--- config.mk ---
export PLATFORM = sky130hd
export DESIGN_NAME = wr_port_arbiter_flat
export DESIGN_NICKNAME = d
export VERILOG_FILES = /design/src/rtl/wr_port_arbiter_if.sv /design/src/rtl/wr_port_arbiter.sv /design/src/flat_wrapper.sv
export SDC_FILE = /design/constraint.sdc
export NUM_CORES = 1
export LEC_CHECK = 0
export ABC_AREA = 1
export CAP_MARGIN = 20
export CORE_AREA = 2 2 133 135
export DETAILED_ROUTE_END_ITERATION = 6
export DIE_AREA = 0 0 135 137
export GPL_ROUTABILITY_DRIVEN = 0
export PLACE_DENSITY = 0.73
export SYNTH_ARGS = -nofsm -noshare
export SYNTH_HDL_FRONTEND = slang
export SYNTH_SLANG_ARGS = --single-unit
export TNS_END_PERCENT = 30
--- constraint.sdc ---
create_clock -name clk -period 6.05 [get_ports clk]
set_input_delay 1.815 -clock clk [delete_from_list [all_inputs] [get_ports clk]]
set_output_delay 1.815 -clock clk [all_outputs]
set_load 0.05 [all_outputs]
--- src/rtl/wr_port_arbiter_if.sv ---
// Write-port bundle between NREQ requesters and the register-file write decoder.
// Latency: none, signal container only.
// Backpressure: stall from the register file; gnt back to the requesters.
interface wr_port_arbiter_if #(
  parameter int DATA_W = 64
);
  logic [3:0]          req;
  logic [11:0]         req_addr;
  logic [4*DATA_W-1:0] req_data;
  logic                stall;
  logic [3:0]          gnt;
  logic [2:0]          dec_in;
  logic                dec_enable;
  logic [DATA_W-1:0]   wr_data;

  // requester / register-file side
  modport master (
    output req, req_addr, req_data, stall,
    input  gnt, dec_in, dec_enable, wr_data
  );

  // arbiter side
  modport slave (
    input  req, req_addr, req_data, stall,
    output gnt, dec_in, dec_enable, wr_data
  );
endinterface

--- src/rtl/wr_port_arbiter.sv ---
// Round-robin arbiter of 4 write requesters onto one register-file write port.
// Latency: 1 cycle from req sampled to registered gnt/dec_in/dec_enable/wr_data.
// Backpressure: stall blocks new grants (outputs hold, no enable); presented write is never cancelled.
// Optional build macro WR_ARB_R0_BLOCK_EN: grants to address 0 pulse gnt but never raise dec_enable.
module wr_port_arbiter #(
  parameter int DATA_W = 64,
  parameter int NREQ   = 4
) (
  input  logic          clk,
  input  logic          reset,
  wr_port_arbiter_if.slave bus
);

  // IDLE: nothing written this cycle. ISSUE: dec_enable high for the granted write.
  typedef enum logic {
    IDLE  = 1'b0,
    ISSUE = 1'b1
  } state_t;

  state_t              state_q, state_d;
  logic [1:0]          ptr_q, ptr_d;
  logic [NREQ-1:0]     gnt_q, gnt_d;
  logic [2:0]          dec_in_q, dec_in_d;
  logic [DATA_W-1:0]   wr_data_q, wr_data_d;

  logic                found;
  logic [1:0]          sel;
  logic [2:0]          sel_addr;
  logic [DATA_W-1:0]   sel_data;
  logic                wr_allowed;

  // Round-robin pick: first active request at ptr, ptr+1, ... modulo 4.
  always_comb begin
    found = 1'b0;
    sel   = ptr_q;
    for (int k = 0; k < NREQ; k++) begin
      if (!found && bus.req[ptr_q + 2'(k)]) begin
        found = 1'b1;
        sel   = ptr_q + 2'(k);
      end
    end
  end

  assign sel_addr = bus.req_addr[3*sel +: 3];
  assign sel_data = bus.req_data[DATA_W*sel +: DATA_W];

  // Decide whether the winning request actually drives a register write.
  always_comb begin
`ifdef WR_ARB_R0_BLOCK_EN
    // Register 0 is hardwired: the grant is acknowledged but the write is dropped.
    wr_allowed = (sel_addr != 3'd0);
`else
    wr_allowed = 1'b1;
`endif
  end

  // Next state: grant on any request unless stalled; address/data hold when no write issues.
  always_comb begin
    state_d   = IDLE;
    ptr_d     = ptr_q;
    gnt_d     = '0;
    dec_in_d  = dec_in_q;
    wr_data_d = wr_data_q;
    if (!bus.stall && found) begin
      gnt_d[sel] = 1'b1;
      ptr_d      = sel + 2'd1;
      if (wr_allowed) begin
        state_d   = ISSUE;
        dec_in_d  = sel_addr;
        wr_data_d = sel_data;
      end
    end
  end

  // State and output registers; reset aborts any write in flight.
  always_ff @(posedge clk) begin
    if (reset) begin
      state_q   <= IDLE;
      ptr_q     <= 2'd0;
      gnt_q     <= '0;
      dec_in_q  <= 3'd0;
      wr_data_q <= '0;
    end else begin
      state_q   <= state_d;
      ptr_q     <= ptr_d;
      gnt_q     <= gnt_d;
      dec_in_q  <= dec_in_d;
      wr_data_q <= wr_data_d;
    end
  end

  assign bus.gnt        = gnt_q;
  assign bus.dec_in     = dec_in_q;
  assign bus.dec_enable = (state_q == ISSUE);
  assign bus.wr_data    = wr_data_q;

endmodule

--- src/flat_wrapper.sv ---
// flat-port wrapper written by rule: the top's interface ports become plain ports
module wr_port_arbiter_flat 
#(
  parameter int DATA_W = 64,
  parameter int NREQ   = 4
)
  (clk, reset, bus_req, bus_req_addr, bus_req_data, bus_stall, bus_gnt, bus_dec_in, bus_dec_enable, bus_wr_data);
  wr_port_arbiter_if #(.DATA_W(DATA_W)) bus_i ();
  input  logic clk;
  input  logic reset;
  input wire logic [$bits(bus_i.req)-1:0] bus_req;
  input wire logic [$bits(bus_i.req_addr)-1:0] bus_req_addr;
  input wire logic [$bits(bus_i.req_data)-1:0] bus_req_data;
  input wire logic [$bits(bus_i.stall)-1:0] bus_stall;
  output wire logic [$bits(bus_i.gnt)-1:0] bus_gnt;
  output wire logic [$bits(bus_i.dec_in)-1:0] bus_dec_in;
  output wire logic [$bits(bus_i.dec_enable)-1:0] bus_dec_enable;
  output wire logic [$bits(bus_i.wr_data)-1:0] bus_wr_data;
  assign bus_i.req = bus_req;
  assign bus_i.req_addr = bus_req_addr;
  assign bus_i.req_data = bus_req_data;
  assign bus_i.stall = bus_stall;
  assign bus_gnt = bus_i.gnt;
  assign bus_dec_in = bus_i.dec_in;
  assign bus_dec_enable = bus_i.dec_enable;
  assign bus_wr_data = bus_i.wr_data;
  wr_port_arbiter #(.DATA_W(DATA_W), .NREQ(NREQ)) u_core (.clk(clk), .reset(reset), .bus(bus_i));
endmodule
## Yosys cells after proc, flatten, opt, wreduce, memory -nomap -nowiden

Index checks and enable logic that the tools add are counted.

| storage, ports and cells | value |
|---|---|
| register bits after elaboration | 74 |
| output and inout port bits | 72 |
| bits of input ports | 275 |
| logic and storage cells | 47 |

| cells by class | value |
|---|---|
| add/subtract/negate cells | 4 |
| shift-type cells | 2 |
| reductions and logical operators | 10 |
| bitwise operators | 1 |
| muxes and demuxes | 18 |
| $mul | 1 |
| magnitude comparators | 6 |

Operators by type and width:

| cell | count |
|---|---|
| 256-bit by 9-bit variable part select with 64-bit output | 1 |
| 2-bit by 3-bit < comparator with 1-bit output, second input constant | 5 |
| 12-bit by 5-bit variable part select with 3-bit output | 1 |
| 1-bit 2-to-1 mux | 10 |
| 1-bit binary-select mux with 2-bit select | 4 |
| 2-bit 2-to-1 mux | 3 |
| 1-bit logical AND | 5 |
| 2-bit by 1-bit adder with 2-bit output, second input constant | 2 |
| 2-bit adder, second input constant | 2 |
| 1-bit logical NOT | 4 |
| 2-bit by 2-bit multiplier with 4-bit output, first input constant | 1 |
| 1-bit demux with 2-bit select | 1 |
| 2-bit by 1-bit >= comparator with 1-bit output, second input constant | 1 |
| 2-bit OR reduction | 1 |
| 1-bit NOT | 1 |

## Logic depth before layout (Yosys ltp)

Gate-level depths: netlist of run 1.

| depth | value |
|---|---|
| depth in word-level cells | 16 |
| mapped depth | 18 |
| depth with buffers taken out | 16 |

## Worst setup path before layout of run 1

Ideal clock, no wire load.

| path | value |
|---|---|
| path kind | input -> register |
| from | input bus_req[3] |
| to | register u_core.ptr_q[1] |
| library setup time | 0.134 ns |
| required time | 5.916 ns |
| setup slack | 2.653 ns |
| buffers on the path | 2 |
| arrival | 3.263 ns |
| stages | 13 |
| cell sequence | nand2_1 -> nand3_1 -> nand2_1 -> nand3_1 -> nand2_1 -> nand2_2 -> nand2_1 -> buf_6 -> buf_6 -> inv_1 -> ha_1 -> nor2_1 -> a211oi_1 |

| between the ends | value |
|---|---|
| cells in the longest elaborated chain, start to end | 13 |
| elaborated cells on any way between the ends | 23 |
| classes of those cells | add/sub: 1; mux: 15; reduce/logical: 7 |

Ends and longest elaborated chain:

| item | line | text |
|---|---|---|
| start: declaration | flat_wrapper.sv:11 | `input wire logic [$bits(bus_i.req)-1:0] bus_req;` |
| 1-bit binary-select mux with 2-bit select | wr_port_arbiter.sv:37 | `if (!found && bus.req[ptr_q + 2'(k)]) begin` |
| 1-bit 2-to-1 mux (implied by the code) | wr_port_arbiter.sv:37 |  |
| 1-bit 2-to-1 mux | wr_port_arbiter.sv:37 |  |
| 1-bit logical NOT | wr_port_arbiter.sv:37 |  |
| 1-bit logical AND | wr_port_arbiter.sv:37 |  |
| 1-bit 2-to-1 mux | wr_port_arbiter.sv:37 |  |
| 1-bit logical NOT | wr_port_arbiter.sv:37 |  |
| 1-bit logical AND | wr_port_arbiter.sv:37 |  |
| 1-bit 2-to-1 mux | wr_port_arbiter.sv:37 |  |
| 1-bit logical NOT | wr_port_arbiter.sv:37 |  |
| 1-bit logical AND | wr_port_arbiter.sv:37 |  |
| 2-bit 2-to-1 mux or 1-bit 2-to-1 mux (tied branches) | wr_port_arbiter.sv:37 |  |
| 2-bit by 1-bit adder with 2-bit output or 1-bit logical AND (tied branches) | wr_port_arbiter.sv:66, wr_port_arbiter.sv:64 |  |
| end signal: assignment | wr_port_arbiter.sv:85 | `ptr_q <= ptr_d;` |
| end: declaration | wr_port_arbiter.sv:21 | `logic [1:0] ptr_q, ptr_d;` |

Several ways; a longest one is shown, not always the timed one. The select of a mux whose other input is x is not followed.
A chain may end at the register's enable or synchronous reset.

## Final worst setup path of run 1

| path | value |
|---|---|
| from | input bus_req[0] |
| to | register u_core.ptr_q[1] |

The elaborated chain is that of the path after synthesis.

==> impl_metrics.yaml, run 1 <==
die:
  rows: 48
  initial_utilization_pct: 34.6
  fp.dieH_um: 137
  ios: 347
  fp.dieW_um: 135
  core_area_um2: 17100
  die_area_um2: 18500
timing:
  setup_violations: 0
  fmax_mhz: 217
  hold_viol: 0
  fin_crit_ns: 4.60
  relSlewSlack_pct: 28.5
  setup_tns_ns: 0
  drv_slew: 0
  clock_skew_ns: 0.00793
  worstMarginPinSlew_ns: 1.07
  timing.final.crit_share_pct: 76.1
  rsz0062_at_grt: "no"
cts:
  cts_sinks: 74
  hold_buffers: 0
  cts.root.buffer_cell: "clkbuf_16"
  postCtsResizedCells: 0
  path_clk_slew_ns: 0.06
  max-clock-path-buffers: 2
  clk_latency_ns: 0.34
  cts_made_buffers: 9
  cts_setup_buffers: 0
  ctsHtreeMaxLevel: 3
  cts_tree: "yes"
synth:
  syn_area_um2: 5900
  synth_adder_area_share_pct: 0.848
  synth_mux_area_share_pct: 0
  synth-compound-area-share_pct: 0.254
  ys_top_cells_by_area: "nand2_1 33%, dfxtp_1 25%, nand3_1 18%, nor2_1 9.0%, inv_1 5.0%"
  synth_top_area_share_pct: 32.9
  synthSimpleGateAreaFrac_pct: 60.9
  async_reset_ff_share_pct: 0
  ys_seq_area_share_pct: 25.1
  synth_edf_count: 0
  synth-xor-area-share_pct: 0
  yosys_warnings: 0
  post-synth-top-count-cell: "nand2_1"
  synth_nets: 1397
  synth_top_family_by_area: "simple AND/OR/NAND/NOR gates"
  syn_inst: 1118
  avgSynthCellArea_um2: 5.28
  yosys_register_bits: 74
  yosysTopAreaCell: "nand2_1"
  yosys.cell_types.count: 17
  synth_flop_cell: "dfxtp_1"
  synth.top_cells.by_count: "517 x nand2_1, 209 x nand3_1, 141 x nor2_1"
hold_path:
  worstHoldPathType: "reg2reg"
power_and_ir_drop:
  pwr-share-clk_pct: 11.6
  power_frac_comb_pct: 73.8
  swShare_pct: 56.2
  p_switching_uw: 3080
  leakage_uw: 0.00496
  p_seq_share_pct: 14.6
  irDropWorstVdd_mv: 0.476
  pwr_density_cell_nw_per_um2: 569
  internal-power_uw: 2400
finish:
  diodes: 0
  final.fill_count: 1725
  syn2layout_area_growth_pct: 63.3
  multi_input_area_um2: 3680
  register_area_um2: 1480
  finish.utilization_pct: 56.5
  nNetsFinal: 1683
  drive_gt1_share_pct: 2.84
routing:
  first_iter_violations: 340
  routedWlPerCell_um: 13.9
  routed_via_density: 4.65
  vias: 7599
  postRouteWirelength_um: 22700
  drtPass1Iterations: 5
  drc: 0
  ant_nets: 0
place:
  hpwlAfterDp_um: 16100
  port_buffers: 346
worst_setup_path:
  worstPathMaxFanout: 51
  r2r_slack_ns: 2.55
  max_stage_delay_ns: 0.50
  critPathMostFrequentCell: "nand2_1"
  end_kind: "flop"
  critical_path_buf_inv_count: 3
  required_ns: 6.30
  critical_path_arrival_ns: 4.86
  worstSetupStartpointType: "input port"
  crit_chain: "clkdlybuf4s50_1 > nand2_1 > nand2_1 > nand2_1 > nand2_1 > nor2_2 > nand4_4 > nand2_4 > buf_4 > inv_1 > ha_1 > nor2_1 > a211oi_1"
  critPathTopFamily: "simple AND/OR/NAND/NOR gates"
  worstSetupPathType: "in2reg"
  crit_slowest_cell: "buf_4"
global_route:
  grt_pass1_wl_um: 34400
  grt-ovfl-total: 0
  grt_pass1_vias: 6832
  grt_usage_pct: 23.5
  grt_max_degree: 99
  antenna_found_initial: 0
status:
  status: "complete, no violations"
run:
  cap_violations: 0
==> kinds of logic (layout without fill, tap and decap cells) <==
family,count (synthesis),in the layout
AO/OA/AOI/OAI,2,2
adder cells (fa/ha/maj),4,4
buffers and inverters,163,454
flip-flops,74,74
AND/OR/NAND/NOR,875,875
==> area by class of cell <==
class,count,share of cell area [%]
Timing Repair Buffer,355,36.6
Inverter,83,3.26
Clock inverter,5,1.04
Multi-Input combinational cell,881,38.2
Clock buffer,11,2.62
Sequential cell,74,15.4
Tap cell,225,2.92
==> power groups by stage <==
stage                     clock [uW]  sequential (uW)  combinational [uW]
after floorplan                    0             1470                2430
after global placement             0              804                4030
after detailed placement           0              809                4060
after CTS                        651              801                4080
after global routing             668              825                4480
final                            636              800                4040
==> cells in the final DEF (no fill, tap or decap) <==
cell               n
ha_1               4
a211oi_1           2
clkbuf_8           2
nand4_1            1
nand2_1          514
nand2_4            2
bufinv_16          3
nor2_1           141
inv_2              3
buf_4              9
clkinv_2           2
dfxtp_1           74
inv_4              1
clkbuf_16          9
buf_2              1
nor2_2             1
inv_1             79
nand4_4            2
clkdlybuf4s50_1  345
nand2_2            5
nand3_1          209
==> registers in the layout (all words and copies together), names as in the netlist <==
name	count
u_core.ptr_q	2
u_core.bus.gnt	4
u_core.bus.wr_data	64
u_core.bus.dec_in	3
u_core.bus.dec_enable	1
==> metrics by stage <==
stage / hold WS [ns] / cell area, um2 / worst slack, ns / cells / power, uW
final: 0.560 / 9630 / 1.45 / 1634 / 5480
after global routing: 0.583 / 9630 / 1.17 / 1634 / 5980
after CTS: 0.563 / 9630 / 1.44 / 1634 / 5530
after detailed placement: 0.551 / 9280 / 1.12 / 1618 / 4870
after global placement: 0.540 / 9280 / 1.22 / 1618 / 4840
after floorplan: 0.530 / 5900 / 2.65 / 1118 / 3900
==> final timing paths <==
| path | cells past startpoint | start | end |
|---|---|---|---|
| worst max-delay path | 13 | bus_req[0] | u_core.ptr_q[1] |
| worst min-delay path | 4 | u_core.bus.wr_data[23] | u_core.bus.wr_data[23] |
| worst min register to register | 4 | u_core.bus.wr_data[23] | u_core.bus.wr_data[23] |
| worst max register to register | 13 | u_core.ptr_q[0] | u_core.ptr_q[1] |
==> per-layer routing <==
layer	part of all wire, %	track usage, %
met5	0	0
met2	48	41.5
met1	39	26.0
met3	10	7.70
met4	2.9	9.49
==> worst register-to-register path, stage by stage, from the launching register on <==
cell and delay [ns]:
dfxtp_1 0.58, inv_2 0.18, nand2_1 0.10, nand2_1 0.11
nand2_1 0.09, nand2_1 0.09, nor2_2 0.16, nand4_4 0.46
nand2_4 0.45, buf_4 0.50, inv_1 0.17, ha_1 0.31
nor2_1 0.05, a211oi_1 0.18
No activity file was read; power rests on OpenSTA's default activity.
==> run 2, diff against run 1 <==
Settings changed: PLACE_DENSITY 0.73 to 0.76.
Clock period 6.05 ns to 3.95 ns, I/O delays scaled along.
==> run 2 against run 1 <==
Clock skew decreased by 0.0019 ns. Utilization increased by 0.095 points. Cell count increased by 0.31%. Count of clock-buffer cells in the layout increased by 1. Flip-flop and latch count unchanged. Power increased by 51%. Die area unchanged. First-iteration DRC count increased by 1.8%. Sequential share of layout area about the same. Largest cell class unchanged.
==> impl_metrics.yaml, run 2 (synthesis gave the netlist of run 1 again) <==
worst_setup_path:
  r2r-start: "u_core.ptr_q[0]"
  worstSetupPathType: "in2reg"
  critical_path_buf_inv_count: 3
  critical_path_arrival_ns: 3.45
  crit_start: "bus_req[3]"
  worstSetupStartpointType: "input port"
  crit_slowest_cell: "clkdlybuf4s50_1"
  critPathTopFamily: "simple AND/OR/NAND/NOR gates"
  required_ns: 4.23
  max_stage_delay_ns: 0.45
  worstPathMaxFanout: 48
  end_kind: "flop"
  crit_chain: "clkdlybuf4s50_1 > nand2_1 > nand3_1 > nand2_1 > nand3_1 > nand2_1 > nand2_4 > nand2_4 > buf_4 > nand2_1 > nand2_1 > nand2_1 > nand3_1 > nand2_1 > inv_1"
  critPathMostFrequentCell: "nand2_1"
timing:
  fmax_mhz: 316
  fin_crit_ns: 3.17
  clock_skew_ns: 0.00598
  drv_slew: 0
  worstMarginPinSlew_ns: 0.600
  hold_viol: 0
  setup_violations: 0
  setup_tns_ns: 0
  timing.final.crit_share_pct: 80.2
  setup_ws_ns: 0.782
  holdWs_ns: 0.557
  relSlewSlack_pct: 60.0
  rsz0062_at_grt: "no"
global_route:
  grt_max_degree: 135
  grt-ovfl-total: 0
  antenna_found_initial: 0
  grt_pass1_vias: 7097
  grt_usage_pct: 23.4
  grt_pass1_wl_um: 34500
place:
  hpwlAfterDp_um: 16200
  port_buffers: 346
  post-place-ws_ns: 0.432
die:
  rows: 48
  fp.dieW_um: 135
  die_area_um2: 18500
  core_area_um2: 17100
  initial_utilization_pct: 34.6
  ios: 347
  fp.dieH_um: 137
power_and_ir_drop:
  power_uw: 8250
  irDropWorstVdd_mv: 0.907
  pwr_density_cell_nw_per_um2: 855
  leakage_uw: 0.00496
finish:
  mostFrequentLayoutCells: "514 x nand2_1, 345 x clkdlybuf4s50_1, 209 x nand3_1, 141 x nor2_1, 79 x inv_1"
  multi_input_area_um2: 3680
  nNetsFinal: 1688
  final.fill_count: 1749
  layout_commonest_cell: "nand2_1"
  drive_gt1_share_pct: 2.90
  syn2layout_area_growth_pct: 63.5
  largest_reg_flops: 64
  register_area_um2: 1480
status:
  status: "complete, no violations"
cts:
  max-clock-path-buffers: 2
  cts_tree: "yes"
  cts_made_buffers: 9
  cts_setup_buffers: 0
  cts_sinks: 74
  cts.root.buffer_cell: "clkbuf_16"
  hold_buffers: 0
  clk_latency_ns: 0.33
  ctsHtreeMaxLevel: 3
  path_clk_slew_ns: 0.06
  postCtsResizedCells: 0
routing:
  ant_nets: 0
  postRouteWirelength_um: 22200
  drtPass1Iterations: 5
  routedWlPerCell_um: 13.5
  drc: 0
  routed_via_density: 4.67
  first_iter_violations: 346
  vias: 7652
hold_path:
  worstHoldPathType: "reg2reg"
  hp-start: "u_core.bus.wr_data[52]"
run:
  cap_violations: 0
==> run 2: changes by cell type in the layout (fill, tap and decap cells not counted) <==
cell	delta
clkbuf_1	+3
buf_4	-1
bufinv_16	-3
diode_2	+1
clkbuf_8	-2
buf_12	+6
clkinvlp_4	+1
==> run 2: cell type report <==
class                      count  share of cell area (%)
clock buffer                  12                    2.45
tap                          225                    2.92
clock inverter                 3                   0.182
antenna                        1                  0.0259
timing repair buffer         360                    37.7
sequential                    74                    15.4
multi-input combinational    881                    38.1
inverter                      83                    3.25
==> run 2: metrics by stage <==
step / utilization [%] / instances / instance area, um2
global placement: 55.1 / 1623 / 9390
floorplan: - / 1118 / 5900
global route: 56.6 / 1638 / 9650
finish: 56.6 / 1639 / 9650
CTS: 56.6 / 1638 / 9650
detailed placement: 55.1 / 1623 / 9390
==> run 2: final timing paths <==
path                                          endpoint  slack (ns)  cells past startpoint
worst max-delay path             u_core.bus.wr_data[5]        0.78                     15
worst min-delay path            u_core.bus.wr_data[52]        0.56                      4
worst max register to register   u_core.bus.wr_data[5]        1.29                     15
worst min register to register  u_core.bus.wr_data[52]        0.56                      4
==> run 2: where the power goes <==
group          total [uW]  switching [uW]  internal, uW
clock network         728             308           420
logic                6300            4240          2060
registers            1230             170          1060
total                8250            4710          3540
==> run 2: per-layer routing <==
layer | routed length [um] | up-vias | global-route usage [%]
met5 | 0 | - | 0
met4 | 616 | 0 | 9.43
met3 | 2000 | 36 | 6.78
met2 | 11000 | 287 | 43.1
met1 | 8600 | 3321 | 25.1
li1 | - | 4008 | -
==> run 2: worst min-delay path: cells and delay by family (launching register included) <==
| family | cells | cell delay, ns |
|---|---|---|
| buffers and inverters | 1 | 0.04 |
| AND/OR/NAND/NOR | 3 | 0.16 |
| flip-flops | 1 | 0.32 |
